`config.mk`:
```
export PLATFORM = sky130hd
export DESIGN_NAME = mvb_frame_reader
export DESIGN_NICKNAME = d
export VERILOG_FILES = /design/src/rtl/mvb_frame_reader_pkg.sv /design/src/rtl/mvb_capture_ram.sv /design/src/rtl/mvb_frame_reader.sv
export SDC_FILE = /design/constraint.sdc
export NUM_CORES = 1
export LEC_CHECK = 0
export ABC_AREA = 1
export BUFFER_PORTS_ARGS = -buffer_cell sky130_fd_sc_hd__buf_2
export CAP_MARGIN = 20
export CORE_UTILIZATION = 50
export CTS_BUF_LIST = sky130_fd_sc_hd__clkbuf_4 sky130_fd_sc_hd__clkbuf_8
export CTS_CLUSTER_DIAMETER = 120
export DETAILED_ROUTE_END_ITERATION = 8
export HOLD_SLACK_MARGIN = 0.02
export PLACE_DENSITY = 0.7
export SLEW_MARGIN = 40
export SYNTH_ARGS = -nofsm -noshare
export SYNTH_HDL_FRONTEND = slang
export SYNTH_SLANG_ARGS = --single-unit
export TNS_END_PERCENT = 1
```
`constraint.sdc`:
```
create_clock -name clk -period 3 [get_ports clk]
set_input_delay 0.3 -clock clk [delete_from_list [all_inputs] [get_ports clk]]
set_output_delay 0.3 -clock clk [all_outputs]
set_load 0.005 [all_outputs]
```
`src/rtl/mvb_frame_reader_pkg.sv`:
```
// ============================================================================
// Module   : mvb_frame_reader_pkg
// Purpose  : Shared MVB frame-reader types: FSM encoding, status bit map, seed.
// Revision : 1.0 - initial release
// ============================================================================
`default_nettype none

package mvb_frame_reader_pkg;

  typedef enum logic [1:0] {
    ST_IDLE = 2'd0,
    ST_READ = 2'd1,
    ST_LAST = 2'd2,
    ST_DONE = 2'd3
  } state_e;

  localparam logic [15:0] c_seed_default = 16'h7EC3;

  // Status byte layout: {missed, overflow, short, err_in[4:0]}
  localparam int c_st_missed   = 7;
  localparam int c_st_overflow = 6;
  localparam int c_st_short    = 5;
  localparam int c_st_err_lsb  = 0;
  localparam int c_err_w       = 5;

  localparam logic [6:0] c_cnt_max = 7'h7F;

  function automatic logic [15:0] expected_word(input logic [15:0] seed,
                                                input logic [6:0]  idx);
    return seed + {9'd0, idx};
  endfunction

endpackage

`default_nettype wire

```
`src/rtl/mvb_capture_ram.sv`:
```
// ============================================================================
// Module   : mvb_capture_ram
// Purpose  : DEPTH x 16 capture buffer, synchronous write, asynchronous read.
// Revision : 1.0 - initial release
// ============================================================================
`default_nettype none

module mvb_capture_ram #(
  parameter int DEPTH = 16,
  parameter int AW    = 4
) (
  input  logic          clk,
  input  logic          i_we,
  input  logic [AW-1:0] i_waddr,
  input  logic [15:0]   i_wdata,
  input  logic [AW-1:0] i_raddr,
  output logic [15:0]   o_rdata
);

  logic [15:0] mem_q [DEPTH];

  // No reset: contents are undefined until first written.
  always_ff @(posedge clk) begin
    if (i_we) begin
      mem_q[i_waddr] <= i_wdata;
    end
  end

  assign o_rdata = mem_q[i_raddr];

endmodule

`default_nettype wire

```
`src/rtl/mvb_frame_reader.sv`:
```
// ============================================================================
// Module   : mvb_frame_reader
// Purpose  : Drains one decoded MVB frame from the decoder FIFO, checks it
//            against the SEED+k pattern and captures it for display.
// Revision : 1.0 - initial release
// ============================================================================
`default_nettype none

module mvb_frame_reader
  import mvb_frame_reader_pkg::*;
#(
  parameter int          DEPTH = 16,
  parameter logic [15:0] SEED  = c_seed_default,
  localparam int         AW    = (DEPTH > 1) ? $clog2(DEPTH) : 1
) (
  input  logic          clk,
  input  logic          rst,
  input  logic          frame_over,
  input  logic [6:0]    frame_length,
  input  logic [4:0]    err_in,
  input  logic          fifo_empty,
  input  logic [15:0]   fifo_data,
  output logic          fifo_rden,
  input  logic [AW-1:0] rd_addr,
  output logic [15:0]   rd_data,
  output logic          busy,
  output logic          frame_done,
  output logic          frame_ok,
  output logic [6:0]    words_read,
  output logic [6:0]    mismatch_cnt,
  output logic [7:0]    status
);

  localparam logic [7:0] c_depth8 = 8'(DEPTH);

  state_e       state_q, state_d;
  logic [6:0]   len_q, len_d;
  logic [4:0]   err_q, err_d;
  logic [6:0]   issued_q, issued_d;
  logic [6:0]   mis_q, mis_d;
  logic         rvalid_q, rvalid_d;
  logic         missed_q, missed_d;
  logic         short_q, short_d;
  logic         ovf_q, ovf_d;
  logic         hold_q, hold_d;
  logic         drop_q, drop_d;
  logic         busy_q, busy_d;
  logic         done_q, done_d;
  logic         ok_q, ok_d;
  logic [6:0]   words_q, words_d;
  logic [6:0]   miscnt_q, miscnt_d;
  logic [7:0]   status_q, status_d;

  logic         rden;
  logic [6:0]   cap_idx;
  logic         cap_we;

  always_comb begin
    state_d  = state_q;
    len_d    = len_q;
    err_d    = err_q;
    issued_d = issued_q;
    mis_d    = mis_q;
    missed_d = missed_q;
    short_d  = short_q;
    ovf_d    = ovf_q;
    hold_d   = hold_q;
    drop_d   = drop_q;
    done_d   = 1'b0;
    ok_d     = ok_q;
    words_d  = words_q;
    miscnt_d = miscnt_q;
    status_d = status_q;

    rden     = (state_q == ST_READ) && !fifo_empty && (issued_q < len_q);
    rvalid_d = rden;
    if (rden) begin
      issued_d = issued_q + 7'd1;
    end

    // Data arriving now belongs to the read issued last cycle.
    cap_idx = issued_q - 7'd1;
    cap_we  = rvalid_q && ({1'b0, cap_idx} < c_depth8);
    if (rvalid_q && (fifo_data != expected_word(SEED, cap_idx)) && (mis_q != c_cnt_max)) begin
      mis_d = mis_q + 7'd1;
    end

    case (state_q)
      ST_IDLE: begin
        // A frame_over seen during DONE is only honoured if it is still high now.
        if (hold_q) begin
          hold_d = 1'b0;
          if (!frame_over) begin
            drop_d = 1'b1;
          end
        end
        if (frame_over) begin
          len_d    = frame_length;
          err_d    = err_in;
          issued_d = '0;
          mis_d    = '0;
          missed_d = drop_q;
          drop_d   = 1'b0;
          hold_d   = 1'b0;
          short_d  = (frame_length == 7'd0);
          ovf_d    = ({1'b0, frame_length} > c_depth8);
          state_d  = (frame_length == 7'd0) ? ST_DONE : ST_READ;
        end
      end
      ST_READ: begin
        if (frame_over) begin
          missed_d = 1'b1;
        end
        if (issued_d == len_q) begin
          state_d = ST_LAST;
        end else if (fifo_empty) begin
          short_d = 1'b1;
          state_d = ST_DONE;
        end
      end
      ST_LAST: begin
        if (frame_over) begin
          missed_d = 1'b1;
        end
        state_d = ST_DONE;
      end
      ST_DONE: begin
        if (frame_over) begin
          hold_d = 1'b1;
        end
        state_d = ST_IDLE;
      end
      default: begin
        state_d = ST_IDLE;
      end
    endcase

    // Results are published as the FSM enters DONE, including the final capture.
    if ((state_d == ST_DONE) && (state_q != ST_DONE)) begin
      done_d   = 1'b1;
      words_d  = issued_d;
      miscnt_d = mis_d;
      status_d = '0;
      status_d[c_st_missed]                  = missed_d;
      status_d[c_st_overflow]                = ovf_d;
      status_d[c_st_short]                   = short_d;
      status_d[c_st_err_lsb +: c_err_w]      = err_d;
      ok_d     = (mis_d == 7'd0) && !short_d && !ovf_d && (err_d == 5'd0);
    end

    busy_d = (state_d == ST_READ) || (state_d == ST_LAST);
  end

  always_ff @(posedge clk or negedge rst) begin
    if (!rst) begin
      state_q  <= ST_IDLE;
      len_q    <= '0;
      err_q    <= '0;
      issued_q <= '0;
      mis_q    <= '0;
      rvalid_q <= 1'b0;
      missed_q <= 1'b0;
      short_q  <= 1'b0;
      ovf_q    <= 1'b0;
      hold_q   <= 1'b0;
      drop_q   <= 1'b0;
      busy_q   <= 1'b0;
      done_q   <= 1'b0;
      ok_q     <= 1'b0;
      words_q  <= '0;
      miscnt_q <= '0;
      status_q <= '0;
    end else begin
      state_q  <= state_d;
      len_q    <= len_d;
      err_q    <= err_d;
      issued_q <= issued_d;
      mis_q    <= mis_d;
      rvalid_q <= rvalid_d;
      missed_q <= missed_d;
      short_q  <= short_d;
      ovf_q    <= ovf_d;
      hold_q   <= hold_d;
      drop_q   <= drop_d;
      busy_q   <= busy_d;
      done_q   <= done_d;
      ok_q     <= ok_d;
      words_q  <= words_d;
      miscnt_q <= miscnt_d;
      status_q <= status_d;
    end
  end

  mvb_capture_ram #(
    .DEPTH (DEPTH),
    .AW    (AW)
  ) u_capture_ram (
    .clk     (clk),
    .i_we    (cap_we),
    .i_waddr (cap_idx[AW-1:0]),
    .i_wdata (fifo_data),
    .i_raddr (rd_addr),
    .o_rdata (rd_data)
  );

  assign fifo_rden    = rden;
  assign busy         = busy_q;
  assign frame_done   = done_q;
  assign frame_ok     = ok_q;
  assign words_read   = words_q;
  assign mismatch_cnt = miscnt_q;
  assign status       = status_q;

endmodule

`default_nettype wire
```
==> run metrics <==
mapped cell area ~14000 µm²; die area 27900 µm²; Overall Power 13100 µW; Post-DRT Antenna Nets 0; Net Count, Synth 1206; diode count 0; Placed Cells 1598; pin count of the biggest net entering global routing 65; setup violators final 15; CTS Buf Count 50; yosys warns 0; first-pass GRT wire length 50800 µm; crit path cell chain inv_2, ha_4, a21oi_2, nand2_2, nand4_4, buf_6, nand4_1, nand2_1, nand2_1, nand2_1, nand3_2, nor2_4, nand2_2, a21oi_1, a22oi_2, ha_2, nand2_2, buf_4, inv_1, buf_4, nor2_1, a31oi_1; Worst Slack Setup Final -0.219 ns; DR DRC count 0; Fill cells between 2000 and 2500; vias in the first global route 9390; clk sinks 315; final core utilization between 60% and 70%; syn_area_per_cell 11.8 µm²; P_leak between 0.006 and 0.007 µW; clock insertion delay at the later pin of the skew report 0.59 ns; layout cells sized above 1 23.8%; root buffer selected by CTS clkbuf_8; Pre-antenna DRT Iters 6; synth unique cells 39; Final period util 107%; number of vias per cell 5.53; PortBufs 77; Initial DRC Count 693; Vias 9460; total global routing overflow 0; Setup Skew between 0.02 and 0.03 ns; EDFF count, synth 256; Arr. time, crit path 3.67 ns; final hold violation count 0; area grow syn2layout 20.9%; hpwl dp between 15000 and 20000 µm; Hold Slack 0.0975 ns; clk buf depth 3; Worst path slowest cell dfrtp_1; placer's final routability congestion estimate 0.894; die height 167 µm; maximum vdd drop 0.591 mV; Slew HR 46.8%; final design instance area without fill between 15000 and 20000 µm²; Mapped Cells 1152; DRT Wirelength 32900 µm; failing checks negative setup slack; Crit Path Class flop to flop; CP Capture Type flop; Tot GR Track Use 23.8%; initial antenna violation count 2; pwr dens 795 nW/µm²; commonest non-fill, non-tap cells in the layout edfxtp_1 (256), nand2_1 (171), inv_1 (111); Synth Flop Type edfxtp_1; die width between 150 and 200 µm; Worst-Margin Slew about 0.79 ns; Peak Freq 311 MHz; RSZ-0062 raised after global routing true; initial core utilization 50.7%; run status finished with violations; fin nets 1386; commonest non-fill, non-tap cell in the layout edfxtp_1; Top Ports 78; CTS clock-pin slew for the worst setup and hold paths 0.07 ns; share of flip-flops with an asynchronous set or reset between 10% and 20%; delay of the slowest cell on the worst path around 0.40 ns; Post-DP Area 15100 µm²; #FFs+latches synth 315; core area 26900 µm²; Tmin final 3.22 ns; Non-Filler Instances between 1500 and 2000; CTS tree yes; Wirelength per Cell 19.2 µm; r2r setup slk -0.22 ns; sequential element share of the synthesized area 67.2%; max-slew violation count 0; CP Max Fanout 31; num rows 60; worst min path class input port to flop; htree depth 2; Worst setup SP type flop; Worst EP required 3.45 ns; Max-Cap Viols 0
==> what timing repair did <==
action | CTS | global route
endpoints found under the setup margin | 14 | 37
resized for setup | 28 | 12
buffers inserted | 11 | 0
pin swaps | 19 | 13
hold buffers | 12 | 0
hold endpoints to repair | 42 | 0
==> layout make-up <==
cell class	instances	area, µm²	area share (%)
Clock inverter	19	184	1.12
Sequential cell	315	9170	55.6
Timing Repair Buffer	179	1350	8.21
Tap cell	341	427	2.59
Clock buffer	71	858	5.21
Inverter	125	472	2.86
Multi-Input combinational cell	661	4030	24.4
==> report_power, final <==
group | leakage [µW] | switching (µW) | total, µW | internal (µW)
clock network | 0.000549 | 1640 | 3750 | 2110
registers | 0.00304 | 207 | 5330 | 5120
logic | 0.00315 | 2390 | 4030 | 1640
total | 0.00674 | 4240 | 13100 | 8870
==> cells in the mapped netlist, types with 3 or more instances <==
cell,count,share of area [%]
a21oi_1,75,2.8
inv_2,8,0.22
clkbuf_1,36,0.99
xor2_1,7,0.45
nor2_1,45,1.2
nand3_1,50,1.8
nand3b_1,3,0.17
nor3_1,4,0.15
nand4_1,13,0.60
mux2i_1,64,4.7
inv_1,116,3.2
nor2_2,7,0.32
buf_2,3,0.11
o211ai_1,64,3.5
o21ai_1,3,0.11
ha_1,18,1.7
nand2_2,5,0.23
o21ai_0,97,3.6
xnor2_1,3,0.19
edfxtp_1,256,56
nand2_1,181,5.0
dfrtp_1,59,11
buf_1,12,0.33
nand3_2,4,0.29
==> path summary, 6_finish.rpt <==
path                                  to  cells past startpoint          start
min in group asynchronous       err_q[3]                      2            rst
hold / removal                  err_q[0]                      3      err_in[0]
setup reg to reg               status[1]                     22       len_q[2]
hold reg to reg            words_read[4]                      2  words_read[4]
max in group asynchronous    issued_q[2]                      3            rst
setup / recovery               status[1]                     22       len_q[2]
==> worst max-delay path, delay by kind of cell, from the launching register on <==
kind	cells	cell delay, ns
compound gates	4	0.53
fa+ha+maj	2	0.40
buf+inv	5	0.74
flops	1	0.40
simple gates	11	1.00
==> state kept, by name, summed over array words and instances (netlist names), 2 cells and up <==
register	count
u_capture_ram.mem_q	256
len_q	7
issued_q	7
mis_q	7
status	8
err_q	5
mismatch_cnt	7
state_q	2
words_read	7
==> metal layers <==
metal	vias to the layer above	share of wire, %	wire [µm]	GRT usage [%]
met4	4	3.4	1130	9.53
met5	-	0.082	27	0
met1	4552	41	13600	30.9
li1	4454	-	-	-
met3	97	6.6	2180	4.28
met2	353	48	15900	39.7
==> per-stage QoR <==
stage	worst slack (ns)	setup TNS (ns)
floorplan	0.00610	0
finish	-0.219	-2.57
CTS	-0.224	-0.269
detailed placement	-0.247	-1.65
global route	-0.543	-8.51
global placement	-0.140	-0.342
==> cell families (layout without fill, tap and decap cells) <==
logic type / Yosys count / after routing / share of synthesized area (%)
compound gates: 249 / 249 / 10.5
xor+xnor: 10 / 10 / 0.642
fa+ha+maj: 18 / 18 / 1.65
buf+inv: 176 / 394 / 4.87
flops: 315 / 315 / 67.2
mux: 64 / 64 / 4.70
simple gates: 320 / 320 / 10.4
Power figures use the tool's default switching activity.
